==> src/rtl/fetch_sequencer.sv <==
// PC / fetch sequencer: issue-or-bubble control, jump-register and branch resolution
// bubbles, memory/downstream stalls, and call-stack occupancy tracking.
// Optional stall-cycle counter enabled by `define FETCH_STALL_COUNT_EN.
module fetch_sequencer #(
  parameter int unsigned DEPTH_BITS = 4,
  parameter int unsigned CNT_WIDTH  = 32
) (
  input  logic                  clk,
  input  logic                  reset,
  input  logic                  imem_ready,
  input  logic                  ext_stall,
  input  logic                  is_jump_reg,
  input  logic                  is_branch,
  input  logic                  push_stack,
  input  logic                  pop_stack,
  input  logic                  branch_taken,
  output logic                  pc_enable,
  output logic                  issue_valid,
  output logic                  flush,
  output logic [2:0]            state,
  output logic [DEPTH_BITS:0]   stack_depth,
  output logic                  stack_overflow,
  output logic                  stack_underflow,
  output logic [CNT_WIDTH-1:0]  stall_cycles
);

  localparam int unsigned DW = DEPTH_BITS + 1;
  localparam logic [DW-1:0] DEPTH_MAX = DW'(1 << DEPTH_BITS);

  typedef enum logic [2:0] {
    ST_RUN      = 3'd0,
    ST_JR_WAIT  = 3'd1,
    ST_BR_WAIT1 = 3'd2,
    ST_BR_WAIT2 = 3'd3,
    ST_MEM_WAIT = 3'd4
  } state_e;

  state_e          state_q, state_d;
  logic [DW-1:0]   depth_q, depth_d;
  logic            ovf_q, ovf_d;
  logic            unf_q, unf_d;

  // State register
  always_ff @(posedge clk or posedge reset) begin
    if (reset) begin
      state_q <= ST_RUN;
    end else begin
      state_q <= state_d;
    end
  end

  // Next-state and fetch control; outputs are forced low while reset is held
  always_comb begin
    state_d     = state_q;
    pc_enable   = 1'b0;
    issue_valid = 1'b0;
    flush       = 1'b0;
    case (state_q)
      ST_RUN: begin
        if (!imem_ready) begin
          state_d = ST_MEM_WAIT;
        end else if (!ext_stall) begin
          pc_enable   = 1'b1;
          issue_valid = 1'b1;
          if (is_jump_reg) begin
            state_d = ST_JR_WAIT;
          end else if (is_branch) begin
            state_d = ST_BR_WAIT1;
          end
        end
      end
      ST_JR_WAIT: begin
        if (!ext_stall) begin
          pc_enable = 1'b1;
          state_d   = ST_RUN;
        end
      end
      ST_BR_WAIT1: begin
        if (!ext_stall) begin
          state_d = ST_BR_WAIT2;
        end
      end
      ST_BR_WAIT2: begin
        if (!ext_stall) begin
          pc_enable = 1'b1;
          flush     = branch_taken;
          state_d   = ST_RUN;
        end
      end
      ST_MEM_WAIT: begin
        if (imem_ready) begin
          state_d = ST_RUN;
        end
      end
      default: begin
        state_d = ST_RUN;
      end
    endcase
    if (reset) begin
      pc_enable   = 1'b0;
      issue_valid = 1'b0;
      flush       = 1'b0;
    end
  end

  // Call-stack occupancy: only issued instructions push or pop
  always_comb begin
    depth_d = depth_q;
    ovf_d   = ovf_q;
    unf_d   = unf_q;
    if (issue_valid) begin
      if (push_stack && !pop_stack) begin
        if (depth_q < DEPTH_MAX) begin
          depth_d = depth_q + DW'(1);
        end else begin
          ovf_d = 1'b1;
        end
      end else if (pop_stack && !push_stack) begin
        if (depth_q != '0) begin
          depth_d = depth_q - DW'(1);
        end else begin
          unf_d = 1'b1;
        end
      end
    end
  end

  always_ff @(posedge clk or posedge reset) begin
    if (reset) begin
      depth_q <= '0;
      ovf_q   <= 1'b0;
      unf_q   <= 1'b0;
    end else begin
      depth_q <= depth_d;
      ovf_q   <= ovf_d;
      unf_q   <= unf_d;
    end
  end

  assign state           = 3'(state_q);
  assign stack_depth     = depth_q;
  assign stack_overflow  = ovf_q;
  assign stack_underflow = unf_q;

`ifdef FETCH_STALL_COUNT_EN
  logic [CNT_WIDTH-1:0] stall_q;

  // Counts every non-issuing cycle out of reset; wraps naturally
  always_ff @(posedge clk or posedge reset) begin
    if (reset) begin
      stall_q <= '0;
    end else if (!issue_valid) begin
      stall_q <= stall_q + CNT_WIDTH'(1);
    end
  end

  assign stall_cycles = stall_q;
`else
  assign stall_cycles = '0;
`endif

endmodule

==> config.mk <==
export PLATFORM = sky130hd
export DESIGN_NAME = fetch_sequencer
export DESIGN_NICKNAME = d
export VERILOG_FILES = /design/src/rtl/fetch_sequencer.sv
export SDC_FILE = /design/constraint.sdc
export NUM_CORES = 1
export LEC_CHECK = 0
export ABC_AREA = 1
export CAP_MARGIN = 20
export CORE_MARGIN = 4
export CORE_UTILIZATION = 42
export DETAILED_ROUTE_END_ITERATION = 16
export MAX_ROUTING_LAYER = met4
export PLACE_DENSITY = 0.85
export SLEW_MARGIN = 15
export SYNTH_ARGS = -nofsm -noshare
export SYNTH_HDL_FRONTEND = slang
export SYNTH_SLANG_ARGS = --single-unit
export TNS_END_PERCENT = 100
==> constraint.sdc <==
create_clock -name clk -period 3.7 [get_ports clk]
set_input_delay 0.555 -clock clk [delete_from_list [all_inputs] [get_ports clk]]
set_output_delay 0.555 -clock clk [all_outputs]
set_load 0.02 [all_outputs]
==> Word level (Yosys, flattened, before mapping) <==
Index checks and enable logic that the tools add are counted.
{ "word_totals": {"inputBits": 9, "reg_bits": 10} }
{ "classes": {"muxes": 21, "magnitude_cmp": 1, "n_bitwise": 3, "add_sub_neg": 2, "eq_ne": 10, "reduce_logical": 13} }
{ "ops": {"columns": ["cell", "n"], "rows": [
  ["2-to-1 mux 3 bit", 7],
  ["2-to-1 mux 5 bit", 4],
  ["one-hot mux 3 bit (4 select lines)", 1],
  ["2-to-1 mux 1 bit", 8],
  ["AND reduction 4 bit", 2],
  ["== test 3 x 2 -> 1 bit (second input constant)", 2],
  ["!= test 2 bit (second input constant)", 3],
  ["adder 5 x 1 -> 5 bit (second input constant)", 1],
  ["< comparator 5 bit (second input constant)", 1],
  ["AND reduction 5 bit", 1],
  ["nonzero test 5 bit", 1],
  ["subtractor 5 x 1 -> 5 bit (second input constant)", 1],
  ["!= test 4 bit (second input constant)", 1],
  ["nonzero test 2 bit", 2],
  ["== test 3 x 1 -> 1 bit (second input constant)", 1],
  ["== test 3 bit (second input constant)", 1],
  ["logical NOT 3 bit", 1],
  ["!= test 3 bit (second input constant)", 1],
  ["inverter 1 bit", 3],
  ["AND reduction 3 bit", 1],
  ["logical AND 1 bit", 2],
  ["logical NOT 1 bit", 2],
  ["!= test 2 x 1 -> 1 bit (second input constant)", 1],
  ["one-hot mux 1 bit (2 select lines)", 1],
  ["OR reduction 2 bit", 1]
]} }

==> Logic depth before layout (Yosys ltp) <==
Gate-level depths: netlist of run 1.
{ "logic_depth": {"word_depth": 5, "depth_mapped": 12, "mapped_depth_nobuf": 11} }

==> Worst setup path before layout of run 1 <==
No wires, ideal clock.
{ "synth_path": {"path_type": "input to register", "start": "in pop_stack", "end": "reg depth_q[3], in the netlist stack_depth[3]", "path_buffers": 1, "setup_slack_ns": 1.879, "t_arrival_ns": 1.703, "required_time_ns": 3.583, "path_stages": 11, "cell_sequence": "inv_1 -> ha_1 -> buf_2 -> inv_1 -> ha_1 -> a21oi_1 -> nand2_1 -> nand2_1 -> nand2_1 -> nand2_1 -> nand2_1"} }
{ "synth_via": {"elab_chain_len": 4, "word_cells_on_any_way": 8} }
{ "synth_lines": {"columns": ["item", "line_no", "text"], "rows": [
  ["from (decl)", "15", "input logic pop_stack,"],
  ["logical NOT 1 bit", "112", "if (push_stack && !pop_stack) begin"],
  ["logical AND 1 bit", "112", null],
  ["!= test 2 x 1 -> 1 bit (no line) or nonzero test 2 bit (tied branches)", null, null],
  ["AND reduction 4 bit (no line)", null, null],
  ["to (signal assigned)", "134", "depth_q <= depth_d;"],
  ["to (decl)", "39", "logic [DW-1:0] depth_q, depth_d;"]
]} }
Parallel ways exist; a longest one is shown, timed or not.
A chain may end at the register's enable or synchronous reset.

==> Worst setup path in the final report of run 1 <==
{ "layout_path": {"start": "in ext_stall", "end": "out pc_enable"} }
{ "layout_via": {"elab_chain_len": 4} }
{ "layout_lines": {"columns": ["item", "line_no", "text"], "rows": [
  ["from (decl)", "11", "input logic ext_stall,"],
  ["2-to-1 mux 1 bit *", "62, 73, 84", null],
  ["2-to-1 mux 1 bit", "60", "if (!imem_ready) begin"],
  ["one-hot mux 1 bit (2 select lines) *", "58", "case (state_q)"],
  ["2-to-1 mux 1 bit *", "99", "if (reset) begin"],
  ["to (decl)", "17", "output logic pc_enable,"]
]} }
Every way passes the cells marked *; elsewhere a longest branch is shown, timed or not.

==> results of run 1 <==
## registers in the layout, indices dropped and copies added, names as in the netlist
signal / count
stack_depth: 5
stack_underflow: 1
state: 3
stack_overflow: 1
## how the worst max path moves through the flow
stage                    from  slack (ns)  cells past startpoint        endpoint
floorplan           pop_stack        1.88                     11  stack_depth[3]
global placement    ext_stall        1.10                      5       pc_enable
detailed placement  ext_stall        1.08                      5       pc_enable
CTS                 ext_stall        1.08                      5       pc_enable
global route        ext_stall        1.02                      5       pc_enable
finish              ext_stall        1.09                      5       pc_enable
## layout make-up
class | count | area, um2
multi-input cells | 113 | 575.6
fillers | 236 | 1101
repair buffers | 21 | 210.2
clock buffers | 4 | 36.28
flip-flops and latches | 10 | 250.2
inverters | 18 | 67.56
well taps | 28 | 35.03
## power breakdown
part	internal, mW	leakage, nW	switching, mW
clock	0.0597	0.0210	0.0361
sequential	0.153	0.129	0.0630
combinational	0.186	0.497	0.255
total	0.398	0.648	0.354
## layer usage
layer	track usage [%]	wire length [um]
met4	3.974	16
met1	14.81	759
met5	-	0
met3	2.715	176
met2	16.61	841
## cell families (layout without fill, tap and decap cells)
logic type      count (synthesis)  count (layout)  share of synthesized area [%]
xor+xnor                        3               3                          2.543
other cells                     1              32                         0.3628
compound gates                  4               4                          2.421
simple gates                   68              68                          31.11
fa+ha+maj                       6               6                          7.990
flops                          10              10                          24.21
buf+inv                        52              43                          31.35
## Yosys cell counts
master    instances  area share [%]
a21oi_1           2            0.97
buf_2             1            0.48
buf_4            32              23
buf_6             1             1.1
conb_1            1            0.36
dfrtp_1          10              24
fa_1              1             1.9
ha_1              5             6.1
inv_1            17             6.2
inv_2             1            0.36
nand2_1          36              13
nand2_2           2             1.2
nand3_1          13             6.3
nand3_2           1            0.97
nand4_1           2             1.2
nand4_2           1             1.2
nor2_1            9             3.3
nor2_2            1            0.61
nor2_4            3             3.3
o21bai_1          2             1.5
xnor2_1           1            0.85
xor2_1            2             1.7
## worst register-to-register path, stage by stage (launching register included)
cell	delay, ns
dfrtp_1	0.46
fa_1	0.50
nand3_1	0.09
nand3_1	0.07
nand2_1	0.06
nand2_1	0.05
nand2_1	0.06
nand2_1	0.05
## through the flow
stage               instance area (um2)  utilization [%]
global route                       1175            51.62
global placement                   1139            50.03
finish                             1175            51.62
CTS                                1175            51.62
floorplan                          1150                -
detailed placement                 1139            50.03
==> results.py, run 1 <==
metrics = {
    "outcome": {
        "run_status": "finished clean",
    },
    "timing": {
        "setup-tns-final_ns": 0,
        "layout_worst_path_cycle_share_pct": 70.60,
        "finalCriticalPeriod_ns": 2.612,
        "worst_case_hold_slack_ns": 0.4798,
        "fmaxAchievable_mhz": 382.8,
        "timing.final.max_slew_violations": 0,
        "hold_violations": 0,
        "unrepaired_setup_endpoints_after_global_routing": "false",
        "setup_violations": 0,
        "setup_ws_ns": 1.088,
        "skew_ns": 0.005688,
    },
    "power_and_ir_drop": {
        "power_density_mw_per_mm2": 640.1,
        "static-leakage-power_nw": 0.6476,
        "finalPower_mw": 0.7520,
        "worst_ir_drop_vdd_uv": 245.8,
    },
    "detailed_routing": {
        "vias_per_cell": 4.299,
        "drt-initial-drc-count": 23,
        "drt_pre_antenna_iters": 4,
        "wire_per_inst_um": 9.242,
        "total_drc_errors_in_the_routed_layout": 0,
        "dr_total_vias": 834,
        "postRouteAntennaNets": 0,
        "wirelength_um": 1793,
    },
    "synthesis": {
        "netlist-cell-type-count": 22,
        "syn_area_per_cell_um2": 7.177,
        "synth.ff_latch_count": 10,
        "syn_area_mm2": 0.001033,
        "post_synthesis_cell_count": 144,
        "seq_area_frac_synth_pct": 24.21,
        "yosys_warnings": 0,
    },
    "cells_and_area": {
        "final-instance-count-excl-fill": 194,
        "area_growth_pct": 13.68,
        "finish.net_count": 182,
        "drive_above_1_share_pct": 7.831,
        "mostFrequentLayoutCells": "nand2_1 (36), conb_1 (32), clkdlybuf4s50_1 (21), inv_1 (17), nand3_1 (13)",
        "mostFrequentLayoutCell": "nand2_1",
        "antenna-diode-count": 0,
    },
    "placement": {
        "detailedPlace.worstSlack_ns": 1.081,
        "gp_congestion": 0.8155,
        "dp_hpwl_um": 1548,
        "io_buffers": 21,
        "place.detailed.instances": 190,
    },
    "job": {
        "maxCapViolCount": 0,
    },
    "min_path": {
        "hold_path.startpoint": "stack_underflow",
        "worst_hold_path_type": "reg2reg",
        "holdPathEnd": "stack_underflow",
        "worstHoldPathCells": 1,
    },
    "clocking": {
        "clock-root-buffer": "clkbuf_4",
        "worstSkewPairLatency_ns": 0.26,
        "htreeDepth": 1,
        "clkSinkCount": 10,
        "cts_buffers": 3,
        "max-clock-path-buffers": 2,
        "post-cts-setup-buffers": 0,
        "tritoncts": "built",
        "holdBufCountCts": 0,
        "clkTransAtPathRegs_ns": 0.06,
        "cts.repair.resized": 0,
    },
    "global_route": {
        "grt_pass1_vias": 661,
        "grt_max_degree": 11,
        "globalRoute.totalOverflow": 0,
        "grt.total_usage_pct": 11.23,
        "wire_length_of_the_first_global_routing_pass_um": 2835,
        "antenna_found_initial": 0,
    },
    "die": {
        "dieWidth_um": 57.61,
        "initial_utilization_pct": 45.41,
        "count_of_standard_cell_rows": 17,
        "die_height_um": 57.61,
        "io_pins": 54,
        "area_enclosed_by_the_die_boundary_mm2": 0.003318,
        "placeableCoreArea_mm2": 0.002276,
    },
    "worst_setup_path": {
        "worst_r2r_endpoint": "stack_depth[4]",
        "end_kind": "output pin",
        "critical-path-top-cell-by-count": "clkdlybuf4s50_1",
        "timing.reg2reg.setup_slack_ns": 2.27,
        "timing.reg2reg.worst_path_depth": 7,
        "series_of_cell_instances_along_the_critical_path": "clkdlybuf4s50_1 -> nor2_2 -> nand4_2 -> nand2_1 -> clkdlybuf4s50_1",
        "timing.critical_path.arrival_ns": 2.06,
        "critPathRequiredTime_ns": 3.14,
        "critPathBufInv": 2,
        "critical_path_peak_fanout": 3,
        "cpMaxStageDelayCell": "clkdlybuf4s50_1",
        "r2r-start": "stack_depth[0]",
        "timing.critical_path.max_delay_family": "buffers and inverters",
        "timing_worst_setup_path_type": "in2out",
        "worst_path_max_stage_delay_ns": 0.60,
        "worstSetupStartpointType": "input port",
    },
}
Note: power is estimated with default switching activity, not from simulation.
==> inputs of run 2 (changes only) <==
--- a/config.mk
+++ b/config.mk
@@ -8,10 +8,10 @@
 export ABC_AREA = 1
 export CAP_MARGIN = 20
 export CORE_MARGIN = 4
-export CORE_UTILIZATION = 42
+export CORE_UTILIZATION = 36
 export DETAILED_ROUTE_END_ITERATION = 16
 export MAX_ROUTING_LAYER = met4
-export PLACE_DENSITY = 0.85
+export PLACE_DENSITY = 0.77
 export SLEW_MARGIN = 15
 export SYNTH_ARGS = -nofsm -noshare
 export SYNTH_HDL_FRONTEND = slang
==> constraint.sdc (replaced) <==
create_clock -name clk -period 2.1 [get_ports clk]
set_input_delay 0.315 -clock clk [delete_from_list [all_inputs] [get_ports clk]]
set_output_delay 0.315 -clock clk [all_outputs]
set_load 0.02 [all_outputs]
==> results.py, run 2 (synthesized netlist as in run 1, its figures left out) <==
metrics = {
    "cells_and_area": {
        "final-seq-area_um2": 250.2,
        "n_fill_cell": 291,
        "multiInputGateArea_um2": 575.6,
        "post-route-cell-area_mm2": 0.001202,
        "mostFrequentLayoutCells": "nand2_1 (36), conb_1 (32), clkdlybuf4s50_1 (18), inv_1 (17), nand3_1 (13)",
        "antenna-diode-count": 0,
        "drive_above_1_share_pct": 9.467,
        "number_of_flip_flops_in_the_largest_register": 5,
        "finish.net_count": 186,
        "mostFrequentLayoutCell": "nand2_1",
        "area_growth_pct": 16.34,
    },
    "clocking": {
        "clkSinkCount": 10,
        "tritoncts": "built",
        "clock-root-buffer": "clkbuf_4",
        "post-cts-setup-buffers": 0,
        "clkTransAtPathRegs_ns": 0.06,
        "worstSkewPairLatency_ns": 0.26,
        "cts_buffers": 3,
        "holdBufCountCts": 0,
        "max-clock-path-buffers": 2,
        "htreeDepth": 1,
        "cts.repair.resized": 0,
    },
    "global_route": {
        "antenna_found_initial": 0,
        "wire_length_of_the_first_global_routing_pass_um": 2787,
        "grt.total_usage_pct": 9.797,
        "grt_max_degree": 11,
        "globalRoute.totalOverflow": 0,
        "grt_pass1_vias": 647,
    },
    "timing": {
        "finalCriticalPeriod_ns": 1.808,
        "unrepaired_setup_endpoints_after_global_routing": "false",
        "setup_violations": 0,
        "skew_ns": 0.005151,
        "fmaxAchievable_mhz": 553.0,
        "hold_violations": 0,
        "timing.final.max_slew_violations": 0,
        "setup-tns-final_ns": 0,
        "layout_worst_path_cycle_share_pct": 86.11,
    },
    "power_and_ir_drop": {
        "clkPwrFrac_pct": 9.6,
        "netSwitchingFraction_pct": 47.94,
        "static-leakage-power_nw": 0.7135,
        "seq_power_share_pct": 29.3,
        "worst_ir_drop_vdd_uv": 456.2,
        "switchingPower_mw": 0.6166,
        "power_density_mw_per_mm2": 1070,
        "internal_power_mw": 0.6697,
        "comb_power_share_pct": 61.1,
    },
    "worst_setup_path": {
        "timing.critical_path.max_delay_family": "buffers and inverters",
        "critical-path-top-cell-by-count": "nand2_1",
        "critPathRequiredTime_ns": 2.24,
        "series_of_cell_instances_along_the_critical_path": "clkdlybuf4s50_1 -> inv_1 -> ha_1 -> inv_1 -> ha_1 -> a21oi_1 -> nand2_1 -> nand2_1 -> nand2_1 -> nand2_1 -> nand2_1",
        "critical_path_peak_fanout": 5,
        "timing.critical_path.arrival_ns": 1.95,
        "worst_path_max_stage_delay_ns": 0.48,
        "cpMaxStageDelayCell": "clkdlybuf4s50_1",
        "worstSetupStartpointType": "input port",
        "critPathBufInv": 3,
        "end_kind": "flop",
        "timing_worst_setup_path_type": "in2reg",
    },
    "die": {
        "count_of_standard_cell_rows": 19,
        "die_height_um": 61.58,
        "io_pins": 54,
        "initial_utilization_pct": 37.48,
        "placeableCoreArea_mm2": 0.002758,
        "area_enclosed_by_the_die_boundary_mm2": 0.003792,
        "dieWidth_um": 61.58,
    },
    "outcome": {
        "run_status": "finished clean",
    },
    "detailed_routing": {
        "drt_pre_antenna_iters": 4,
        "wirelength_um": 1757,
        "vias_per_cell": 3.980,
        "drt-initial-drc-count": 11,
        "total_drc_errors_in_the_routed_layout": 0,
        "postRouteAntennaNets": 0,
        "wire_per_inst_um": 8.785,
        "dr_total_vias": 796,
    },
    "placement": {
        "io_buffers": 21,
        "dp_hpwl_um": 1534,
        "gp_congestion": 0.7971,
        "post_place_cell_area_mm2": 0.001172,
    },
    "job": {
        "maxCapViolCount": 0,
    },
    "min_path": {
        "worst_hold_path_type": "in2async",
    },
}
-- run 2: changes by cell type in the layout (fill, tap and decap cells not counted), sizes merged --
cell / previous run / this run
buf: 0 / 4
clkdlybuf4s50: 21 / 18
dlymetal6s2s: 0 / 3
clkbuf: 4 / 3
-- run 2: power by group through the flow --
stage | sequential [mW] | clock [mW] | combinational (mW)
after detailed placement | 0.383 | 0 | 0.788
after CTS | 0.380 | 0.129 | 0.795
after floorplan | 0.449 | 0 | 0.511
after global placement | 0.381 | 0 | 0.786
final | 0.376 | 0.124 | 0.786
after global routing | 0.393 | 0.141 | 0.893
-- run 2: final cells by class --
type / count / area share, %
clock buffers: 3 / 1.873
inverters: 18 / 5.619
multi-input cells: 113 / 47.87
flip-flops and latches: 10 / 20.81
well taps: 31 / 3.226
repair buffers: 25 / 20.60
-- run 2: path summary, 6_finish.rpt --
check	startpoint	slack [ns]	cells past startpoint	to
min in group clk	stack_underflow	0.49	1	stack_underflow
hold reg to reg	stack_underflow	0.49	1	stack_underflow
setup reg to reg	stack_depth[0]	0.65	7	stack_depth[4]
hold / removal	reset	0.39	2	stack_underflow
max in group asynchronous	reset	1.44	2	stack_depth[3]
setup / recovery	pop_stack	0.29	11	stack_depth[3]
-- run 2: routing by layer --
layer	track usage, %	part of all wire, %	vias to the layer above
met4	3.636	0	0
li1	-	-	430
met1	13.16	45	344
met3	1.468	6.0	0
met5	-	0	-
met2	14.80	49	22
-- run 2: worst register-to-register path, delay by kind of cell (launching register included) --
family	cells	cell delay [ns]
adders and majority gates	1	0.50
DFF	1	0.45
and+or+nand+nor	6	0.41
-- run 2: metrics by stage --
step                      util (%)  instances  power, mW  worst slack (ns)  hold WS, ns
final                        43.60        200      1.286            0.2916       0.3899
after global routing         43.60        200      1.428            0.1518       0.4314
after CTS                    43.33        200      1.304           0.01259       0.3996
after detailed placement     42.51        197      1.172           0.01303       0.4825
after global placement       42.51        197      1.168           0.01523       0.4636
after floorplan                  -        175     0.9605            0.5194       0.1552
==> inputs of run 3 (changes only) <==
--- a/config.mk
+++ b/config.mk
@@ -6,7 +6,7 @@
 export NUM_CORES = 1
 export LEC_CHECK = 0
 export ABC_AREA = 1
-export CAP_MARGIN = 20
+export CAP_MARGIN = 30
 export CORE_MARGIN = 4
 export CORE_UTILIZATION = 36
 export DETAILED_ROUTE_END_ITERATION = 16
==> results of run 3 <==
Same layout as run 2: the final DEF is identical, and so are final timing and power.
